===== config.mk =====
export PLATFORM = sky130hd
export DESIGN_NAME = reg_trace_buffer
export DESIGN_NICKNAME = d
export VERILOG_FILES = /design/src/rtl/reg_trace_buffer.sv
export SDC_FILE = /design/constraint.sdc
export NUM_CORES = 1
export LEC_CHECK = 0
export CAP_MARGIN = 20
export CORE_MARGIN = 8
export CORE_UTILIZATION = 50
export CTS_CLUSTER_SIZE = 16
export DETAILED_ROUTE_END_ITERATION = 8
export PLACE_DENSITY = 0.74
export SYNTH_ARGS = -nofsm -noshare
export SYNTH_HDL_FRONTEND = slang
export SYNTH_SLANG_ARGS = --single-unit

===== constraint.sdc =====
create_clock -name Clock -period 15.95 [get_ports Clock]
set_input_delay 4.785 -clock Clock [delete_from_list [all_inputs] [get_ports Clock]]
set_output_delay 4.785 -clock Clock [all_outputs]
set_load 0.01 [all_outputs]

===== src/rtl/reg_trace_buffer.sv =====
// Change-detecting trace capture for the core's register 0 and flags.
// Each change is timestamped and queued in a show-ahead FIFO drained by valid/ready.
module reg_trace_buffer #(
   parameter int unsigned DEPTH     = 16,
   parameter int unsigned TS_WIDTH  = 16,
   parameter int unsigned FLAG_BITS = 4
) (
   input  logic                              Clock,
   input  logic                              reset,
   input  logic                              capture_en,
   input  logic [31:0]                       RegisterOut_0,
   input  logic [31:0]                       FLAG_OUT,
   output logic                              trace_valid,
   input  logic                              trace_ready,
   output logic [TS_WIDTH+FLAG_BITS+31:0]    trace_data,
   output logic [$clog2(DEPTH):0]            fifo_count,
   output logic                              overflow,
   output logic [7:0]                        drop_count,
   input  logic                              clear_overflow
);

   localparam int unsigned AW = $clog2(DEPTH);
   localparam int unsigned CW = AW + 1;
   localparam int unsigned SW = FLAG_BITS + 32;
   localparam int unsigned RW = TS_WIDTH + SW;
   localparam logic [CW-1:0] FULL = CW'(DEPTH);

   logic [TS_WIDTH-1:0] ts;
   logic [SW-1:0]       sample;
   logic [SW-1:0]       last;
   logic                primed;
   logic                event_hit;
   logic                pop;
   logic                push;
   logic                drop;
   logic [AW-1:0]       wr_ptr;
   logic [AW-1:0]       rd_ptr;
   logic [RW-1:0]       mem [DEPTH];
   logic                unused_flags;

   assign unused_flags = ^FLAG_OUT[31:FLAG_BITS];

   always_comb begin
      sample    = {FLAG_OUT[FLAG_BITS-1:0], RegisterOut_0};
      event_hit = capture_en && (!primed || (sample != last));
      pop       = trace_valid && trace_ready;
      // A full FIFO still accepts a record when the head leaves in the same cycle.
      push      = event_hit && ((fifo_count != FULL) || pop);
      drop      = event_hit && !push;
   end

   assign trace_valid = (fifo_count != '0);
   assign trace_data  = mem[rd_ptr];

   always_ff @(posedge Clock) begin
      if (!reset) begin
         ts         <= '0;
         primed     <= 1'b0;
         last       <= '0;
         wr_ptr     <= '0;
         rd_ptr     <= '0;
         fifo_count <= '0;
         overflow   <= 1'b0;
         drop_count <= '0;
      end else begin
         ts <= ts + TS_WIDTH'(1);
         if (capture_en) begin
            primed <= 1'b1;
            last   <= sample;
         end
         if (push) wr_ptr <= wr_ptr + AW'(1);
         if (pop)  rd_ptr <= rd_ptr + AW'(1);
         case ({push, pop})
            2'b10:   fifo_count <= fifo_count + CW'(1);
            2'b01:   fifo_count <= fifo_count - CW'(1);
            default: fifo_count <= fifo_count;
         endcase
         // A drop in the same cycle as a clear restarts the count at one.
         if (drop) begin
            overflow <= 1'b1;
            if (clear_overflow)
               drop_count <= 8'd1;
            else if (drop_count != 8'hFF)
               drop_count <= drop_count + 8'd1;
         end else if (clear_overflow) begin
            overflow   <= 1'b0;
            drop_count <= '0;
         end
      end
   end

   always_ff @(posedge Clock) begin
      if (reset && push) mem[wr_ptr] <= {ts, sample};
   end

endmodule


==> out/results.env <==
SYNTHESIS.INSTANCES=1552
MAX_CAP_VIOLATIONS=0
DIEAREA_UM2=78480
POST-SYNTH-TOP-AREA-CELL='sky130_fd_sc_hd__edfxtp_1'
PERIOD_NEEDED_NS=9.323
SYNTH.FF_LATCH_COUNT=911
POST_SYNTH.CELL_AREA_AVG_UM2=22.48
YOSYS.AREA.TOP_TYPE_SHARE_PCT=71.62
MULTI_INPUT_COMB_AREA_UM2=8122
R2R-END='mem[7][30]'
HOLD_WS_NS=0.4508
DEPTH_OF_THE_CTS_H_TREE=3
FLOORPLAN.ROWS=97
POSTCTSSETUPREPAIRBUFS=0
FINALSETUPVIOLATIONS=0
BUFFER_PORTS.INSERTED=107
DIE_Y_UM=280.1
CP_CELL_SEQUENCE='buf_4 > buf_4 > mux4_2 > mux4_2 > clkdlybuf4s50_1'
CTS-ROOT-BUF='sky130_fd_sc_hd__clkbuf_16'
FINAL_CYCLE_UTILIZATION_OF_THE_CRITICAL_PATH_PCT=58.45
R2R_START='last[10]'
TIMING.FINAL.MAX_SLEW_VIOLATIONS=0
GRT_PASS1_VIAS=16970
CRITICAL_PATH.ENDPOINT_TYPE='primary output'
WORST_HOLD_PATH_TYPE='register to register'
CP_DATA_REQUIRED_TIME_NS=11.17
FINAL.SETUP.TNS_NS=0
WORST_HOLD_PATH.NUM_CELLS=1
DIE_W_UM=280.1
FINAL_CELL_MIX='sky130_fd_sc_hd__edfxtp_1 (832), sky130_fd_sc_hd__mux4_2 (260), sky130_fd_sc_hd__clkdlybuf4s50_1 (105)'
CLOCK_LATENCY_NS=0.64
ANTENNA_FOUND_INITIAL=2
TIMING.HOLD.WORST.START='primed'
CRITICAL_PATH_CLASS='register to primary output'
NUMBER_OF_INSTANCES_RESIZED_DURING_POST_CTS_REPAIR=0
FMAX_MHz=107.3
NETLIST-CELL-TYPE-COUNT=44
GLOBALPLACE.CONGESTION=0.7370
DETAIL_ROUTE.WIRELENGTH_UM=74270
TIMING.FINAL.HOLD_VIOLATIONS=0
POWER_FRAC_SEQ_PCT=46.9
AREA_DELTA_SYNTH_FINAL_PCT=14.93
NETS_FINISH=1785
WORSTHOLDENDPOINT='primed'
INTERNAL-POWER_mW=4.398
NETLIST_TOP_CELLS_AREA='sky130_fd_sc_hd__edfxtp_1 (72%), sky130_fd_sc_hd__mux4_2 (17%), sky130_fd_sc_hd__dfxtp_1 (4.5%), sky130_fd_sc_hd__xnor2_1 (1.2%), sky130_fd_sc_hd__mux2i_1 (1.1%)'
FINALINSTANCEAREA_UM2=40090
FLOORPLAN.CORE_AREA_UM2=69540
SWITCHING_SHARE_PCT=23.28
TRITONCTS_BUFFER_COUNT=87
WORST_PIN_SLEW_NS=1.132
TIMING.SLEW.HEADROOM_PCT=24.52
FINAL_UTIL_PCT=57.65
SEQUENTIAL_AREA_UM2=26580
POSTPLACECELLAREA_UM2=37180
DETAILEDROUTE.FIRSTPASSITERATIONCOUNT=7
CRITICAL-PATH-SLOWEST-CELL='sky130_fd_sc_hd__buf_4'
WIRE_LENGTH_OF_THE_FIRST_GLOBAL_ROUTING_PASS_UM=110000
ROUTE.VIAS.TOTAL=16170
RUN_STATUS='finished, final reports clean'
PIN_COUNT=136
POST-ROUTE-DRC-COUNT=0
MAX_IR_DROP_VDD_uV=91.33
CRITICAL_PATH_PEAK_FANOUT=56
SYNTH.YOSYS.WARNINGS=0
LAYOUT.FILLER_CELLS=4843
CTS_NUM_SINKS=911
SHARE_CLK_OF_TOTAL_POWER_PCT=35.4
CTS_HOLD_BUF=0
PATH_DELAY_FAMILY='buffers and inverters'
RSZ_0062_RAISED_AFTER_GLOBAL_ROUTING='false'
WORST_SETUP_PATH_START_KIND='register'
SYNTH.CELL_AREA_UM2=34880
PATH_CLK_SLEW_NS=0.06
CTS_TREE='done'
CRITPATHARRIVALTIME_NS=4.54
LAYOUT_COMMONEST_CELL='sky130_fd_sc_hd__edfxtp_1'
SEQ_AREA_FRAC_SYNTH_PCT=76.15
POST_DRT_VIA_CELL_RATIO=5.948
CRITPATHMAXSTAGEDELAY_NS=0.81
POST_ROUTE_CELLS_DRIVE_ABOVE_1_SHARE_PCT=25.03
CLK_PATH_BUF_DEPTH=3
POWER_mW=5.733
GRT_USAGE_PCT=18.97
POWER.STATIC_LEAKAGE_nW=12.24
P_COMB_SHARE_PCT=17.7
TIMING.CLOCK.SKEW_NS=0.02591
TIMING.REG2REG.SETUP_SLACK_NS=11.93
P_SWITCHING_mW=1.335
SYNTH_FP_NETS=1630
START_UTIL_PCT=50.16
MAXIMUM_NUMBER_OF_PINS_ON_ONE_NET_BEFORE_GLOBAL_ROUTE_REPAIR=78
DRTITER0DRC=1752
ROUTE.ANTENNA.REMAINING_NETS=0
PWR_DENSITY_CELL_nW_PER_UM2=143.0
REG2REGPATHDEPTH=8
GRT.OVERFLOW.TOTAL=0
AVGROUTEDWIREPERCELL_UM=27.32
CP_BUFS_INVS=3
DETAILEDPLACEMENTHPWL_UM=38390
## cell usage after synthesis (all sizes together)
cell type  count
a21boi         2
a21o           1
a21oi          5
a31oi          1
and2          26
and3          13
buf           22
clkbuf        50
dfxtp         79
edfxtp       832
fa             1
ha             8
inv            7
mux2i         40
mux4         260
nand2         21
nand2b         2
nand3         18
nand3b         1
nand4          8
nand4b         1
nor2          22
nor2b         40
nor3           5
nor4           3
nor4b          1
o211ai         1
o21a           2
o21ai          9
o311a          1
o32ai          1
or2            3
or3            6
or3b           1
or4            1
xnor2         47
xor2          11
## layout make-up
type | count | share of cell area, %
antenna | 1 | 0.006241
clock buffer | 130 | 6.263
clock inverter | 30 | 0.8051
inverter | 7 | 0.06553
multi-input combinational | 562 | 20.26
sequential | 911 | 66.29
tap | 940 | 2.933
timing repair buffer | 138 | 3.377
## how the worst max path moves through the flow
stage | from | endpoint | cells past startpoint
finish | register | trace_data[28] | 5
detailed placement | RegisterOut_0[10] | mem[7][27] | 9
floorplan | FLAG_OUT[1] | mem[3][0] | 8
global placement | RegisterOut_0[10] | mem[7][27] | 9
global route | register | trace_data[28] | 5
CTS | register | trace_data[48] | 5
## sequential cells by signal, summed over array words and instances (netlist names), named ones only
signal	cells
mem	832
last	36
ts	16
drop_count	8
fifo_count	5
rd_ptr	4
wr_ptr	4
overflow	1
primed	1
## layer usage
metal	global-route usage (%)	wire length [um]	vias up	part of all wire, %
met5	0	10	-	0.013
met4	4.801	1204	2	1.6
met3	3.209	5118	88	6.9
met2	31.89	37990	616	51
met1	25.87	29950	8688	40
li1	-	-	6778	-
## worst register-to-register path, cell delays in order, from the launching register on
cell	delay [ns]
sky130_fd_sc_hd__dfxtp_1	0.32
sky130_fd_sc_hd__xnor2_1	0.23
sky130_fd_sc_hd__nand4_1	0.23
sky130_fd_sc_hd__nor4_1	0.12
sky130_fd_sc_hd__a31oi_4	0.40
sky130_fd_sc_hd__and2_1	0.34
sky130_fd_sc_hd__nand2_1	0.33
sky130_fd_sc_hd__nor2_4	0.88
sky130_fd_sc_hd__buf_4	0.75
## kinds of logic after synthesis
family,count (synthesis),synth area share [%]
compound gates,23,0.4447
xor+xnor,58,1.456
fa+ha+maj,9,0.3443
buf+inv,79,0.9110
flops,911,76.15
mux,300,17.93
simple gates,172,2.758
## per-stage QoR
step	cells	setup WS, ns
3_3_place_gp	2555	6.679
3_5_place_dp	2555	6.505
6_report	2719	6.627
4_1_cts	2715	6.184
5_1_grt	2719	6.478
2_1_floorplan	1552	7.296
## power groups by stage
stage | Sequential [mW] | Combinational (mW) | Clock (mW)
after global placement | 2.74 | 1.01 | 0
after detailed placement | 2.74 | 1.02 | 0
after global routing | 2.69 | 1.09 | 2.16
after floorplan | 2.71 | 0.713 | 0
final | 2.69 | 1.02 | 2.03
after CTS | 2.69 | 1.03 | 2.06
(Power assumes the default switching activity.)
==> RTL edit 1, RTL diff (same settings) <==
Put one more register stage on the output `drop_count`, cleared by the reset. The value now appears one clock later. The other outputs are not delayed to match.
--- a/src/rtl/reg_trace_buffer.sv
+++ b/src/rtl/reg_trace_buffer.sv
@@ -24,6 +24,8 @@
    localparam int unsigned SW = FLAG_BITS + 32;
    localparam int unsigned RW = TS_WIDTH + SW;
    localparam logic [CW-1:0] FULL = CW'(DEPTH);
+
+   logic [7:0] drop_count_s0;
 
    logic [TS_WIDTH-1:0] ts;
    logic [SW-1:0]       sample;
@@ -61,7 +63,7 @@
          rd_ptr     <= '0;
          fifo_count <= '0;
          overflow   <= 1'b0;
-         drop_count <= '0;
+         drop_count_s0 <= '0;
       end else begin
          ts <= ts + TS_WIDTH'(1);
          if (capture_en) begin
@@ -79,12 +81,12 @@
          if (drop) begin
             overflow <= 1'b1;
             if (clear_overflow)
-               drop_count <= 8'd1;
-            else if (drop_count != 8'hFF)
-               drop_count <= drop_count + 8'd1;
+               drop_count_s0 <= 8'd1;
+            else if (drop_count_s0 != 8'hFF)
+               drop_count_s0 <= drop_count_s0 + 8'd1;
          end else if (clear_overflow) begin
             overflow   <= 1'b0;
-            drop_count <= '0;
+            drop_count_s0 <= '0;
          end
       end
    end
@@ -93,5 +95,13 @@
       if (reset && push) mem[wr_ptr] <= {ts, sample};
    end
 
+   always_ff @(posedge Clock) begin
+      if (!reset) begin
+         drop_count <= '0;
+      end else begin
+         drop_count <= drop_count_s0;
+      end
+   end
+
 endmodule
 
Check against the original RTL: no difference found for any inputs over 4 cycles, from zero or initial values and one cycle with reset low; that may be too few to reach the edited logic, so the function may still have changed.
==> RTL edit 1 against the unedited design <==
Largest power group unchanged. Area after synthesis grew 0.23%. Total power shrank 3.5%. Sequential cell count grew 8. Setup slack lost 0.15 ns. Combinational power shrank 21%. Global-route usage shrank 0.13 points. Critical endpoint is now trace_data[2]. Final area is essentially flat. Routed wire length is essentially flat.
==> RTL edit 1: results (changes against the unedited design) <==
Status: complete, no violations (unchanged)
Initial antenna violation count: 1 (was 2)
DRT iter0 DRCs: 1647 (was 1752)
Max Root-Sink Buffers: 3 (unchanged)
CP max FO: 50 (was 56)
Max H-tree Level: 3 (unchanged)
Fill cell count: 4945 (was 4843)
Vias in the first global route: 17110 (was 16970)
Top Registers: mem x832, last x36, ts x16 (unchanged)
Clock skew: 0.02643 ns (was 0.02591 ns)
Setup Buffers After CTS: 0 (unchanged)
Maximum vdd drop: 100.5 uV (was 91.33 uV)
Share of flip-flops with an asynchronous set or reset: 0% (unchanged)
EDFF count, synth: 832 (unchanged)
Crit path max-delay cell type: buf_4 (unchanged)
Hold Crit Class: flop to flop (unchanged)
Synth warnings: 0 (unchanged)
Final-stage net count: 1804 (was 1785)
Root Buffer: clkbuf_16 (unchanged)
Post-CTS Resized: 0 (unchanged)
HPWL Detailed: 36410 microns (was 38390 microns)
Synth unique cells: 43 (was 44)
Clk_lat worst skew: 0.63 ns
Hold buffers post-CTS: 0 (unchanged)
Largest cells by area after synthesis: edfxtp_1 (71%), mux4_2 (17%), dfxtp_1 (5.0%) (was edfxtp_1 (72%), mux4_2 (17%), dfxtp_1 (4.5%))
Post-Syn Nets: 1654 (was 1630)
I/O Buffers: 107 (unchanged)
DR pass1 iterations: 5 (was 7)
Placed Cells incl. Taps: 2574 (was 2555)
CTS Buf Count: 89 (was 87)
Total GRT Usage: 18.84% (was 18.97%)
Layout cells sized above 1: 24.38% (was 25.03%)
Largest net degree at the start of global routing: 145 (was 78)
WL/cell: 27.07 microns (was 27.32 microns)
Commonest cells in the netlist: edfxtp_1 (832), mux4_2 (260), dfxtp_1 (87), nor2_1 (87) (was edfxtp_1 (832), mux4_2 (260), dfxtp_1 (79))
Routability cong.: 0.7283 (was 0.7370)
Global-route wire length before repair: 110200 microns (was 110000 microns)
Vias per std cell: 5.945 (was 5.948)
CP arrival: 4.69 ns (was 4.54 ns)
CP top delay family: buffers and inverters (unchanged)
Cell count after synthesis: 1576 (was 1552)
Max transition margin: 25.63% (was 24.52%)
Vias: 16300 (was 16170)
Leakage power: 12.56 nW (was 12.24 nW)
CP peak stage delay: 0.91 ns (was 0.81 ns)
Seq/Total Area, Yosys: 76.43% (was 76.15%)
Reg clk slew, reported paths: 0.06 ns (about the same)
[RTL edit 1: cell count changes after synthesis, sizes merged, moves of 3 or more]
cell | unedited run | this run
and3 | 13 | 7
nor4 | 3 | 8
or3 | 6 | 2
and2 | 26 | 15
nor2 | 22 | 87
nor2b | 40 | 1
o21ai | 9 | 3
xnor2 | 47 | 11
nand4 | 8 | 5
xor2 | 11 | 48
buf | 22 | 27
dfxtp | 79 | 87
and4 | 0 | 3
[RTL edit 1: final timing paths]
kind                               from             to  slack [ns]  cells past startpoint
worst max-delay path               flop  trace_data[2]        6.47                      5
worst min-delay path             primed         primed        0.48                      2
worst max register to register  last[1]     mem[7][13]       12.07                      8
worst min register to register   primed         primed        0.48                      2
[RTL edit 1: cell families (layout without fill, tap and decap cells)]
kind of cell | count (synthesis) | after routing | synth area share (%)
AOI/OAI and AO/OA | 22 | 22 | 0.4366
other | 0 | 1 | 0
DFF | 919 | 919 | 76.43
and+or+nand+nor | 183 | 183 | 2.491
adders and majority gates | 9 | 9 | 0.3435
xor gates and xnor gates | 59 | 59 | 1.478
muxes | 299 | 299 | 17.86
buffers and inverters | 85 | 310 | 0.9554
[RTL edit 1: area by class of cell]
cell class / instances / share of cell area (%)
Antenna cell: 1 / 0.006237
Clock buffer: 115 / 5.950
Clock inverter: 51 / 1.113
Inverter: 9 / 0.08420
Multi-Input combinational cell: 572 / 20.01
Sequential cell: 919 / 66.65
Tap cell: 940 / 2.931
Timing Repair Buffer: 135 / 3.262
[RTL edit 1: worst register-to-register path, cell delays in order (launching register included)]
cell     delay, ns
dfxtp_1       0.34
xor2_1        0.23
nor4_1        0.17
nand3_1       0.22
o31a_1        0.39
and2_1        0.34
nand2_1       0.33
nor2_4        0.74
buf_4         0.72
[RTL edit 1: metal layers]
metal / global-route usage [%] / routed length, microns / share of wire, % / up-vias
met4: 5.425 / 1651 / 2.2 / 2
met2: 30.92 / 37020 / 50 / 610
li1: - / - / - / 6838
met1: 25.93 / 30370 / 41 / 8734
met3: 3.450 / 5175 / 7.0 / 118
met5: 0 / 9 / 0.012 / -
[RTL edit 1: per-stage QoR]
stage	instance area, sq um	hold WS [ns]	utilization (%)	setup slack [ns]
after floorplan	34970	0.4341	-	7.407
after global placement	37260	0.4535	53.48	6.766
after detailed placement	37260	0.4746	53.48	6.677
after CTS	40090	0.4817	57.55	6.278
after global routing	40120	0.5091	57.59	6.073
final	40120	0.4797	57.59	6.474
[RTL edit 1: power by group]
part	leakage, nW	total [mW]	switching (mW)	internal, mW
registers	8.29	2.71	0.0492	2.66
logic	2.89	0.804	0.357	0.447
clock network	1.38	2.02	0.865	1.16
==> RTL edit 2, RTL diff (same settings) <==
Made on the original files. Change the parameter `TS_WIDTH` from 16 to 20.
--- a/src/rtl/reg_trace_buffer.sv
+++ b/src/rtl/reg_trace_buffer.sv
@@ -2,7 +2,7 @@
 // Each change is timestamped and queued in a show-ahead FIFO drained by valid/ready.
 module reg_trace_buffer #(
    parameter int unsigned DEPTH     = 16,
-   parameter int unsigned TS_WIDTH  = 16,
+   parameter int unsigned TS_WIDTH  = 20,
    parameter int unsigned FLAG_BITS = 4
 ) (
    input  logic                              Clock,
Interface: changed (resized trace_data); port bits go from 136 to 140. The function was not compared with the original's and may differ.
==> RTL edit 2 against the unedited design <==
Setup slack lost 0.38 ns. Sequential cell count increased by 68. Total power up 6.8%. Final area up 7.3%. Synthesized cell count rose by 7.2%. Area after synthesis grew 7.7%. Critical endpoint is now trace_data[4]. Die area up 7.2%. Routed wire length increased by 11%.
==> RTL edit 2: results (changes against the unedited design) <==
Top Registers: mem x896, last x36, ts x20 (was mem x832, last x36, ts x16)
Status: complete, no violations (unchanged)
Post-Syn Nets: 1744 (was 1630)
I/O Buffers: 111 (was 107)
EDFF count, synth: 896 (was 832)
CP top delay family: buffers and inverters (unchanged)
Routability cong.: 0.7430 (was 0.7370)
Mux contribution to synthesized area: 18.07% (was 17.93%)
Initial antenna violation count: 4 (was 2)
Total wire length: 82220 microns (was 74270 microns)
Synth Area in XOR/XNOR: 1.306% (was 1.456%)
Global-route wire length before repair: 122000 microns (was 110000 microns)
R2R Path End: mem[0][38] (was mem[7][30])
Total GRT Usage: 19.32% (was 18.97%)
Max transition margin: 33.18% (was 24.52%)
Worst reg2reg setup slack: 11.90 ns (was 11.93 ns)
R2R Path Start: last[26] (was last[10])
Synth Area in Compound Gates: 0.5696% (was 0.4447%)
Seq/Total Area, Yosys: 76.06% (was 76.15%)
Clock skew: 0.02908 ns (was 0.02591 ns)
DR pass1 iterations: 5 (was 7)
Largest cells by area after synthesis: edfxtp_1 (72%), mux4_2 (17%), dfxtp_1 (4.4%) (was edfxtp_1 (72%), mux4_2 (17%), dfxtp_1 (4.5%))
Leakage power: 13.54 nW (was 12.24 nW)
Hold path startpoint: fifo_count[4] (was primed)
Placed Area: 39860 sq um (was 37180 sq um)
CTS Buf Count: 95 (was 87)
DRT iter0 DRCs: 1856 (was 1752)
Hold Path End: fifo_count[4] (was primed)
Cells on Worst Hold Path: 2 (was 1)
Commonest cells in the netlist: edfxtp_1 (896), mux4_2 (280), dfxtp_1 (83) (was edfxtp_1 (832), mux4_2 (260), dfxtp_1 (79))
CP peak stage delay: 0.84 ns (was 0.81 ns)
Largest net degree at the start of global routing: 85 (was 78)
Max H-tree Level: 3 (unchanged)
Post-Synth Adder-Cell Area: 0.3864% (was 0.3443%)
Layout cells sized above 1: 24.95% (was 25.03%)
CP arrival: 4.92 ns (was 4.54 ns)
Reg clk slew, reported paths: 0.06 ns (about the same)
Synth warnings: 0 (unchanged)
Maximum vdd drop: 105.2 uV (was 91.33 uV)
Final hold slack: 0.4970 ns (was 0.4508 ns)
Vias: 17460 (was 16170)
Final-stage net count: 1904 (was 1785)
HPWL Detailed: 41450 microns (was 38390 microns)
CP max FO: 48 (was 56)
Vias in the first global route: 18510 (was 16970)
[RTL edit 2: changes by cell type after synthesis, sizes merged, moves of 5 or more]
cell,change
o31ai,+5
mux2i,+7
nor2,-12
mux4,+20
edfxtp,+64
nand2,+11
xnor2,-31
nor4,+6
and3,+5
xor2,+29
buf,+5
nand3,-6
[RTL edit 2: kinds of logic (layout without fill, tap and decap cells)]
| logic type | after synthesis | after routing |
|---|---|---|
| AOI/OAI and AO/OA | 31 | 31 |
| xor gates and xnor gates | 56 | 56 |
| adders and majority gates | 11 | 11 |
| buffers and inverters | 83 | 323 |
| DFF | 979 | 979 |
| muxes | 327 | 327 |
| other | 0 | 1 |
| and+or+nand+nor | 177 | 177 |
[RTL edit 2: worst reg2reg max path, stage by stage (launching register included)]
cell and delay, ns:
dfxtp_1 0.37, xor2_1 0.42, nor4_1 0.10, nand4_1 0.22, o31ai_2 0.11, buf_4 0.22
nor2_1 0.76, and3_4 0.84, buf_4 0.61
[RTL edit 2: layer usage]
layer  share of wire [%]  global-route usage (%)
met3                 7.4                   3.589
met1                  39                   25.40
met5               0.032                       0
met2                  51                   32.92
met4                 2.3                   5.726
[RTL edit 2: power breakdown]
| part | total [mW] | internal [mW] | switching (mW) |
|---|---|---|---|
| clock | 2.21 | 1.28 | 0.935 |
| combinational | 1.03 | 0.576 | 0.453 |
| sequential | 2.88 | 2.83 | 0.0547 |
[RTL edit 2: worst max-delay path by stage]
stage / end / slack, ns / depth (start not counted) / startpoint
final: trace_data[4] / 6.25 / 6 / flop
after global routing: trace_data[11] / 5.84 / 6 / flop
after CTS: trace_data[21] / 5.90 / 5 / flop
after detailed placement: trace_data[17] / 6.62 / 5 / flop
after global placement: trace_data[19] / 6.60 / 5 / flop
after floorplan: mem[12][0] / 8.28 / 8 / RegisterOut_0[14]
[RTL edit 2: layout make-up]
type                            count  area [sq um]
Sequential cell                   979         28580
Tap cell                          969          1212
Fill cell                        5167         31440
Timing Repair Buffer              142          1366
Clock inverter                     38         350.3
Inverter                            4         15.01
Antenna cell                        1         2.502
Clock buffer                      139          2745
Multi-Input combinational cell    602          8733
[RTL edit 2: per-stage QoR]
step / worst slack, ns / std cells
floorplan: 8.284 / 1664
global placement: 6.597 / 2694
detailed placement: 6.616 / 2694
CTS: 5.905 / 2871
global route: 5.843 / 2873
finish: 6.248 / 2874
